`src/rtl/alu_div_pkg.sv`:
```
// Shared types and constants for the iterative ALU divider.
// Optional b==0 fast path is selected with DIVIDER_ZERO_FAST_EN.
package alu_div_pkg;

   typedef enum logic [1:0] {
      OP_DIVU = 2'd0,
      OP_REMU = 2'd1,
      OP_DIVS = 2'd2,
      OP_REMS = 2'd3
   } op_t;

   typedef enum logic [1:0] {
      S_IDLE = 2'd0,
      S_RUN  = 2'd1,
      S_FIX  = 2'd2
   } state_t;

   localparam logic [63:0] DIV_ZERO_Q = '1;

endpackage

```
`src/rtl/alu_divider_if.sv`:
```
// Request/response bundle between the execute stage and the divider.
// The CPU drives the master side; the divider is the slave.
interface alu_divider_if #(
   parameter int WIDTH = 32
) ();

   logic             start;
   logic [1:0]       op;
   logic [WIDTH-1:0] a;
   logic [WIDTH-1:0] b;
   logic [WIDTH-1:0] c;
   logic             busy;
   logic             done;
   logic             div_by_zero;
   logic             is_zero;
   logic             is_negative;

   modport master (
      output start, op, a, b,
      input  c, busy, done, div_by_zero, is_zero, is_negative
   );

   modport slave (
      input  start, op, a, b,
      output c, busy, done, div_by_zero, is_zero, is_negative
   );

endinterface

```
`src/rtl/alu_divider_step.sv`:
```
// One radix-2 restoring division step, purely combinational.
module div_step #(
   parameter int WIDTH = 32
) (
   input  logic [WIDTH-1:0] rem_in,
   input  logic [WIDTH-1:0] q_in,
   input  logic [WIDTH-1:0] dvs,
   output logic [WIDTH-1:0] rem_out,
   output logic [WIDTH-1:0] q_out
);

   logic [WIDTH:0] sh;
   logic [WIDTH:0] diff;
   logic           ge;

   assign sh   = {rem_in, q_in[WIDTH-1]};
   assign diff = sh - {1'b0, dvs};
   // rem < dvs keeps sh < 2*dvs, so the borrow bit alone decides
   assign ge   = ~diff[WIDTH];

   always_comb begin
      rem_out = sh[WIDTH-1:0];
      q_out   = {q_in[WIDTH-2:0], 1'b0};
      if (ge) begin
         rem_out = diff[WIDTH-1:0];
         q_out   = {q_in[WIDTH-2:0], 1'b1};
      end
   end

endmodule

```
`src/rtl/alu_divider.sv`:
```
// Iterative restoring divider beside the ALU: DIVU/REMU/DIVS/REMS.
// Define DIVIDER_ZERO_FAST_EN to finish b==0 requests in one cycle.
module alu_divider
   import alu_div_pkg::*;
#(
   parameter int WIDTH = 32
) (
   input logic         clk,
   input logic         reset,
   alu_divider_if.slave bus
);

   localparam int CW = $clog2(WIDTH) + 1;

   state_t           state;
   state_t           state_nx;
   logic [CW-1:0]    cnt;
   logic [WIDTH-1:0] quo;
   logic [WIDTH-1:0] rem;
   logic [WIDTH-1:0] dvs;
   logic [WIDTH-1:0] quo_nx;
   logic [WIDTH-1:0] rem_nx;
   logic [WIDTH-1:0] a_abs;
   logic [WIDTH-1:0] b_abs;
   logic [WIDTH-1:0] q_fin;
   logic [WIDTH-1:0] r_fin;
   logic [WIDTH-1:0] c_r;
   logic             q_neg;
   logic             r_neg;
   logic             sel_rem;
   logic             dbz;
   logic             dbz_r;
   logic             busy_r;
   logic             done_r;
   logic             accept;
   logic             fast;
   logic             pend;
   logic             b_zero;

   assign b_zero = (bus.b == '0);
   assign a_abs  = (bus.op[1] && bus.a[WIDTH-1]) ? -bus.a : bus.a;
   assign b_abs  = (bus.op[1] && bus.b[WIDTH-1]) ? -bus.b : bus.b;

   div_step #(.WIDTH(WIDTH)) u_step (
      .rem_in  (rem),
      .q_in    (quo),
      .dvs     (dvs),
      .rem_out (rem_nx),
      .q_out   (quo_nx)
   );

   always_ff @(posedge clk or posedge reset) begin
      if (reset) state <= S_IDLE;
      else       state <= state_nx;
   end

   always_comb begin
      state_nx = state;
      accept   = 1'b0;
      fast     = 1'b0;
      unique case (state)
         S_IDLE: begin
            if (bus.start && !pend) begin
               accept = 1'b1;
`ifdef DIVIDER_ZERO_FAST_EN
               if (b_zero) fast = 1'b1;
               else        state_nx = S_RUN;
`else
               state_nx = S_RUN;
`endif
            end
         end
         S_RUN: begin
            if (cnt == CW'(WIDTH - 1)) state_nx = S_FIX;
         end
         S_FIX:   state_nx = S_IDLE;
         default: state_nx = S_IDLE;
      endcase
   end

   // Divide-by-zero quotient is forced; the remainder path already yields a
   assign q_fin = dbz   ? DIV_ZERO_Q[WIDTH-1:0]
                : q_neg ? -quo : quo;
   assign r_fin = r_neg ? -rem : rem;

   always_ff @(posedge clk or posedge reset) begin
      if (reset) begin
         cnt     <= '0;
         quo     <= '0;
         rem     <= '0;
         dvs     <= '0;
         q_neg   <= 1'b0;
         r_neg   <= 1'b0;
         sel_rem <= 1'b0;
         dbz     <= 1'b0;
         dbz_r   <= 1'b0;
         busy_r  <= 1'b0;
         done_r  <= 1'b0;
         c_r     <= '0;
      end else begin
         done_r <= 1'b0;
         if (accept) begin
            quo     <= a_abs;
            rem     <= fast ? bus.a : '0;
            dvs     <= b_abs;
            q_neg   <= bus.op[1] & (bus.a[WIDTH-1] ^ bus.b[WIDTH-1]);
            r_neg   <= bus.op[1] & bus.a[WIDTH-1];
            sel_rem <= bus.op[0];
            dbz     <= b_zero;
            cnt     <= '0;
            busy_r  <= ~fast;
         end
         if (state == S_RUN) begin
            quo <= quo_nx;
            rem <= rem_nx;
            cnt <= cnt + 1'b1;
         end
         if (state == S_FIX) begin
            c_r    <= sel_rem ? r_fin : q_fin;
            dbz_r  <= dbz;
            done_r <= 1'b1;
            busy_r <= 1'b0;
         end
         if (pend) begin
            c_r    <= sel_rem ? rem : DIV_ZERO_Q[WIDTH-1:0];
            dbz_r  <= 1'b1;
            done_r <= 1'b1;
         end
      end
   end

`ifdef DIVIDER_ZERO_FAST_EN
   always_ff @(posedge clk or posedge reset) begin
      if (reset) pend <= 1'b0;
      else       pend <= fast;
   end
`else
   assign pend = 1'b0;
`endif

   assign bus.c           = c_r;
   assign bus.busy        = busy_r;
   assign bus.done        = done_r;
   assign bus.div_by_zero = dbz_r;
   assign bus.is_zero     = (c_r == '0);
   assign bus.is_negative = c_r[WIDTH-1];

endmodule

```
`src/flat_wrapper.sv`:
```
// flat-port wrapper written by rule: the top's interface ports become plain ports
module alu_divider_flat import alu_div_pkg::*;
#(
   parameter int WIDTH = 32
)
  (clk, reset, bus_start, bus_op, bus_a, bus_b, bus_c, bus_busy, bus_done, bus_div_by_zero, bus_is_zero, bus_is_negative);
  alu_divider_if #(.WIDTH(WIDTH)) bus_i ();
  input logic clk;
  input logic reset;
  input wire logic [$bits(bus_i.start)-1:0] bus_start;
  input wire logic [$bits(bus_i.op)-1:0] bus_op;
  input wire logic [$bits(bus_i.a)-1:0] bus_a;
  input wire logic [$bits(bus_i.b)-1:0] bus_b;
  output wire logic [$bits(bus_i.c)-1:0] bus_c;
  output wire logic [$bits(bus_i.busy)-1:0] bus_busy;
  output wire logic [$bits(bus_i.done)-1:0] bus_done;
  output wire logic [$bits(bus_i.div_by_zero)-1:0] bus_div_by_zero;
  output wire logic [$bits(bus_i.is_zero)-1:0] bus_is_zero;
  output wire logic [$bits(bus_i.is_negative)-1:0] bus_is_negative;
  assign bus_i.start = bus_start;
  assign bus_i.op = bus_op;
  assign bus_i.a = bus_a;
  assign bus_i.b = bus_b;
  assign bus_c = bus_i.c;
  assign bus_busy = bus_i.busy;
  assign bus_done = bus_i.done;
  assign bus_div_by_zero = bus_i.div_by_zero;
  assign bus_is_zero = bus_i.is_zero;
  assign bus_is_negative = bus_i.is_negative;
  alu_divider #(.WIDTH(WIDTH)) u_core (.clk(clk), .reset(reset), .bus(bus_i));
endmodule
```
`config.mk`:
```
export PLATFORM = sky130hd
export DESIGN_NAME = alu_divider_flat
export DESIGN_NICKNAME = d
export VERILOG_FILES = /design/src/rtl/alu_div_pkg.sv /design/src/rtl/alu_divider_if.sv /design/src/rtl/alu_divider_step.sv /design/src/rtl/alu_divider.sv /design/src/flat_wrapper.sv
export SDC_FILE = /design/constraint.sdc
export NUM_CORES = 1
export LEC_CHECK = 0
export ABC_AREA = 1
export CAP_MARGIN = 5
export CORE_ASPECT_RATIO = 0.8
export CORE_MARGIN = 3
export CORE_UTILIZATION = 50
export CTS_CLUSTER_SIZE = 30
export DETAILED_ROUTE_END_ITERATION = 8
export PLACE_DENSITY_LB_ADDON = 0.2
export SYNTH_ARGS = -nofsm -noshare
export SYNTH_HDL_FRONTEND = slang
export SYNTH_SLANG_ARGS = --single-unit
export TNS_END_PERCENT = 1
```
`constraint.sdc`:
```
create_clock -name clk -period 5.2 [get_ports clk]
set_input_delay 0.52 -clock clk [delete_from_list [all_inputs] [get_ports clk]]
set_output_delay 0.52 -clock clk [all_outputs]
set_load 0.02 [all_outputs]
```
==> flow_summary.json, run 1 <==
{
  "synth_edf_count": 0,
  "cpMaxStageDelayCell": "nor2_4",
  "fmax_mhz": 362,
  "worst_ep_arrival_time_ns": 3.12,
  "antennaDiodeCount": 0,
  "grt_max_degree": 73,
  "syn2layout_area_growth_pct": 14.9,
  "report.power.total_uw": 11000,
  "htreeDepth": 4,
  "overflow": 0,
  "end_kind": "flip-flop",
  "hp-class": "flip-flop to flip-flop",
  "synth.net_count": 2095,
  "drc": 0,
  "yosysSeqAreaShare_pct": 28.7,
  "final_layout_size_suffix_gt1_share_pct": 6.36,
  "post-route-min-period_ns": 2.76,
  "dp_hpwl_um": 31500,
  "clock_path_buffers": 2,
  "cts_tree": "done",
  "synth_warnings": 0,
  "final_cell_mix": "nand2_1, inv_1, nand3_1",
  "cp-start-kind": "flip-flop",
  "coreArea_um2": 24000,
  "drt-total-wl_um": 39800,
  "wl_per_cell_um": 16.7,
  "via_per_inst": 5.55,
  "final_common_cell": "nand2_1",
  "instances_no_fill": 2389,
  "peakVddDrop_mv": 0.283,
  "setup_viol": 0,
  "ys.flop_type": "dfrtp_1",
  "drt-initial-drc-count": 1526,
  "gp_congestion": 0.942,
  "crit_fanout": 51,
  "syn_area_per_cell_um2": 6.26,
  "path_buf_inv": 4,
  "root_buffer": "clkbuf_16",
  "io_pins": 106,
  "fp.dieW_um": 182,
  "fin_crit_sh_pct": 53.1,
  "post_cts_buffers": 0,
  "synth_top_area_share_pct": 28.7,
  "relSlewSlack_pct": 40.2,
  "postRouteAntennaNets": 0,
  "fillers": 2339,
  "hold_buffers": 0,
  "path_common_cell": "buf_4",
  "synth.distinct_cells": 52,
  "worstSkewPairLatency_ns": 0.44,
  "cp.required_ns": 5.56,
  "syn_inst": 1988,
  "synth_top_cell_by_area": "dfrtp_1",
  "dr_total_vias": 13300,
  "synth.top_cells.by_area": "dfrtp_1, nand2_1, nand3_1",
  "maxSlewViolCount": 0,
  "syn-cell-area_um2": 12500,
  "max_stage_delay_ns": 0.60,
  "tightest_slew_ns": 0.891,
  "critical-path-top-delay-family": "buffers and inverters",
  "clk_pin_slew_ns": 0.07,
  "die_area_um2": 26800,
  "track_usage_pct": 29.4,
  "fin_nets": 2171,
  "row_count": 50,
  "cts.sinks": 143,
  "fin_skew_ns": 0.0110,
  "start_util_pct": 52.0,
  "hold_viol_final": 0,
  "rsz0062_at_grt": "no",
  "maxCapViolations": 0,
  "antenna_found_initial": 0,
  "place_inst": 2357,
  "critical_path_class": "flip-flop to flip-flop",
  "first_global_vias": 11900,
  "fp.dieH_um": 147,
  "status": "complete, no violations",
  "ctsResizeCount": 0,
  "p_leak_uw": 0.00726,
  "finalSetupTns_ns": 0,
  "dr.pass1.iters": 8,
  "ys_ff_latch": 143,
  "io_buffers": 105,
  "cts-buffers-inserted": 17,
  "crit_chain": "inv_1, nand2_2, nand3_2, buf_4, clkinv_1, nor2_4, buf_4, nand2_1, o211ai_1",
  "grt_pass1_wl_um": 62900,
  "power.density_nw_per_um2": 771,
  "synthArstFlopShare_pct": 100
}
## cell type report
cell class                      count  area (um2)  share of cell area, %
Tap cell                          312         390                   2.73
Inverter                          296        1120                   7.80
Clock buffer                       19         443                   3.10
Clock inverter                     13         175                   1.22
Sequential cell                   143        3580                   25.0
Timing Repair Buffer              116        1130                   7.92
Multi-Input combinational cell   1490        7470                   52.2
## Yosys cell counts, types with 11 or more instances
master      n
nor2_1    184
nand4_1    27
a21oi_1    66
nand2_2    42
clkbuf_1   33
xor2_1     31
dfrtp_1   143
o21ai_0   125
nand3_1   227
nand2_1   578
nand3b_1   17
buf_2      12
nor3_1     24
ha_1       37
inv_1     287
xnor2_1    11
a22oi_1    28
## report_power, final
group | switching (uW) | internal [uW]
sequential | 712 | 1680
combinational | 4770 | 2570
clock | 519 | 778
## sequential cells by signal (all words and copies together) (netlist names)
name                    cells
u_core.bus.c               32
u_core.dvs                 32
u_core.quo                 32
u_core.rem                 32
u_core.cnt                  6
u_core.state                2
u_core.bus.busy             1
u_core.bus.div_by_zero      1
u_core.bus.done             1
u_core.dbz                  1
u_core.q_neg                1
u_core.r_neg                1
u_core.sel_rem              1
## metal layers
metal	vias to the layer above	track usage [%]	wire length (um)
li1	6552	-	-
met1	6082	46.5	19200
met2	573	40.2	15900
met3	49	6.44	3940
met4	0	7.31	658
met5	-	0	0
## worst paths after layout
check,startpoint,cells past startpoint,end,slack [ns]
max,u_core.state[1]$_DFFE_PP0P_,9,u_core.quo[0]$_DFFE_PP0P_,2.44
min,u_core.cnt[5]$_DFFE_PP0P_,1,u_core.state[1]$_DFFE_PP0P_,0.46
max reg2reg,u_core.state[1]$_DFFE_PP0P_,9,u_core.quo[0]$_DFFE_PP0P_,2.44
min reg2reg,u_core.cnt[5]$_DFFE_PP0P_,1,u_core.state[1]$_DFFE_PP0P_,0.46
max in group asynchronous,reset,3,u_core.quo[12]$_DFFE_PP0P_,3.65
min in group asynchronous,reset,2,u_core.bus.done$_DFF_PP0_,0.53
## metrics by stage
stage               cell area, um2  hold slack [ns]  utilization [%]  setup WS (ns)
floorplan                    12500            0.410                -          0.842
global placement             13700            0.435             57.1           2.17
detailed placement           13700            0.441             57.1           2.02
CTS                          14300            0.448             59.7           2.48
global route                 14300            0.463             59.7           2.19
finish                       14300            0.457             59.7           2.44
## cell families after synthesis
logic type	Yosys count	synth area share [%]
and+or+nand+nor	1147	41.0
AOI/OAI and AO/OA	263	12.0
adders and majority gates	38	3.88
DFF	143	28.7
xor gates and xnor gates	42	2.95
buffers and inverters	355	11.4
Note: power is estimated with default switching activity, not from simulation.
==> inputs of run 2 (changes only) <==
==> constraint.sdc (replaced) <==
create_clock -name clk -period 2.6 [get_ports clk]
set_input_delay 0.26 -clock clk [delete_from_list [all_inputs] [get_ports clk]]
set_output_delay 0.26 -clock clk [all_outputs]
set_load 0.02 [all_outputs]
==> flow_summary.json, run 2 (synthesized netlist as in run 1, its figures left out) <==
{
  "cp-startpoint": "u_core.rem[26]$_DFFE_PP0P_",
  "cpMaxStageDelayCell": "dfrtp_1",
  "final_cell_mix": "nand2_1, inv_1, nand3_1",
  "hp-class": "input pin to asynchronous set/reset pin",
  "crit_chain": "ha_1, a21oi_2, nand2_1, nand2_1, nand2_1, a21oi_4, nand3_4, nand2_8, nand2_2, nand3_2, nand2_1",
  "setup_ws_ns": 0.167,
  "fin_skew_ns": 0.0146,
  "dp_hpwl_um": 33100,
  "stdcell_area_um2": 14600,
  "io_buffers": 105,
  "wl_per_cell_um": 17.0,
  "fp.dieW_um": 182,
  "crit_fanout": 20,
  "die_area_um2": 26800,
  "antennaDiodeCount": 0,
  "row_count": 50,
  "overflow": 0,
  "dr.pass1.iters": 6,
  "first_global_vias": 11800,
  "cts_tree": "done",
  "post-route-min-period_ns": 2.43,
  "fmax_mhz": 411,
  "rsz0062_at_grt": "yes",
  "gp_congestion": 1.00,
  "start_util_pct": 52.0,
  "tightest_slew_ns": 0.704,
  "endpoint": "u_core.rem[22]$_DFFE_PP0P_",
  "cp.required_ns": 2.93,
  "drt-total-wl_um": 41200,
  "cp-start-kind": "flip-flop",
  "max_stage_delay_ns": 0.45,
  "cts.sinks": 143,
  "finalHoldWorstSlack_ns": 0.259,
  "worst_ep_arrival_time_ns": 2.77,
  "maxSlewViolCount": 0,
  "r2r_setup_slack_ns": 0.17,
  "place_inst": 2393,
  "power.density_nw_per_um2": 1550,
  "grt_max_degree": 51,
  "final_util_pct": 61.1,
  "syn2layout_area_growth_pct": 17.5,
  "root_buffer": "clkbuf_16",
  "hold_buffers": 0,
  "drt-initial-drc-count": 1496,
  "htreeDepth": 4,
  "fin_nets": 2209,
  "io_pins": 106,
  "clk_pin_slew_ns": 0.07,
  "antenna_found_initial": 0,
  "rr_worst_depth": 11,
  "status": "complete, no violations",
  "r2r_end": "u_core.rem[22]$_DFFE_PP0P_",
  "final_layout_size_suffix_gt1_share_pct": 8.32,
  "track_usage_pct": 30.3,
  "r2r_start": "u_core.rem[26]$_DFFE_PP0P_",
  "coreArea_um2": 24000,
  "final_common_cell": "nand2_1",
  "dp_slack_ns": 0.0658,
  "relSlewSlack_pct": 52.6,
  "worstSkewPairLatency_ns": 0.45,
  "p_leak_uw": 0.00744,
  "peakVddDrop_mv": 0.647,
  "fp.dieH_um": 147,
  "hold_viol_final": 0,
  "drc": 0,
  "setup_viol": 0,
  "end_kind": "flip-flop",
  "dr_total_vias": 13400,
  "maxCapViolations": 0,
  "via_per_inst": 5.53,
  "place_area_um2": 14000,
  "postRouteAntennaNets": 0,
  "path_common_cell": "nand2_1",
  "cts-buffers-inserted": 17,
  "fin_crit_sh_pct": 93.6,
  "instances_no_fill": 2427,
  "critical_path_class": "flip-flop to flip-flop",
  "clock_path_buffers": 2,
  "post_cts_buffers": 0,
  "grt_pass1_wl_um": 64200
}
[run 2: metrics by stage]
stage               power, uW  setup TNS [ns]
finish                  22700               0
global route            24600         -0.0145
CTS                     22100               0
detailed placement      19600               0
global placement        19400               0
floorplan               15400               0
[run 2: final cells by class]
cell class / count / area (um2)
Sequential cell: 143 / 3580
Clock buffer: 18 / 429
Timing Repair Buffer: 152 / 1450
Tap cell: 312 / 390
Fill cell: 2324 / 9330
Inverter: 296 / 1110
Multi-Input combinational cell: 1492 / 7520
Clock inverter: 14 / 151
[run 2: worst max-delay path, delay by kind of cell (launching register included)]
family          cells  cell delay (ns)
simple gates        8             0.98
compound gates      2             0.46
flops               1             0.45
fa+ha+maj           1             0.41
[run 2: worst min path at each step]
stage               cells after the start  slack [ns]                      start                           end
global route                            2        0.31                      reset  u_core.bus.c[20]$_DFFE_PP0P_
global placement                        1        0.42  u_core.cnt[5]$_DFFE_PP0P_   u_core.state[1]$_DFFE_PP0P_
detailed placement                      1        0.42  u_core.cnt[5]$_DFFE_PP0P_   u_core.state[1]$_DFFE_PP0P_
CTS                                     2        0.26                      reset  u_core.bus.c[20]$_DFFE_PP0P_
finish                                  2        0.26                      reset  u_core.bus.c[20]$_DFFE_PP0P_
floorplan                               1        0.37                  bus_b[31]        u_core.dbz$_DFFE_PP0P_
[run 2: repair_timing]
| item | CTS | global route |
|---|---|---|
| gates resized for setup | 0 | 10 |
| setup endpoints to repair | 0 | 34 |
| endpoints found under the hold margin | 0 | 0 |
[run 2: report_power, final]
| part | internal [uW] | total, uW | switching [uW] | leakage [uW] |
|---|---|---|---|---|
| clock | 1350 | 2430 | 1090 | 0.000277 |
| sequential | 3370 | 4590 | 1220 | 0.00177 |
| combinational | 5480 | 15600 | 10200 | 0.00540 |
[run 2: layer usage]
layer | vias to the layer above | wire (um) | part of all wire, % | GRT usage, %
met4 | 0 | 609 | 1.5 | 6.20
met3 | 45 | 4150 | 10 | 7.30
met2 | 611 | 15800 | 38 | 39.9
met1 | 6098 | 20600 | 50 | 49.1
met5 | - | 0 | 0 | 0
li1 | 6657 | - | - | -
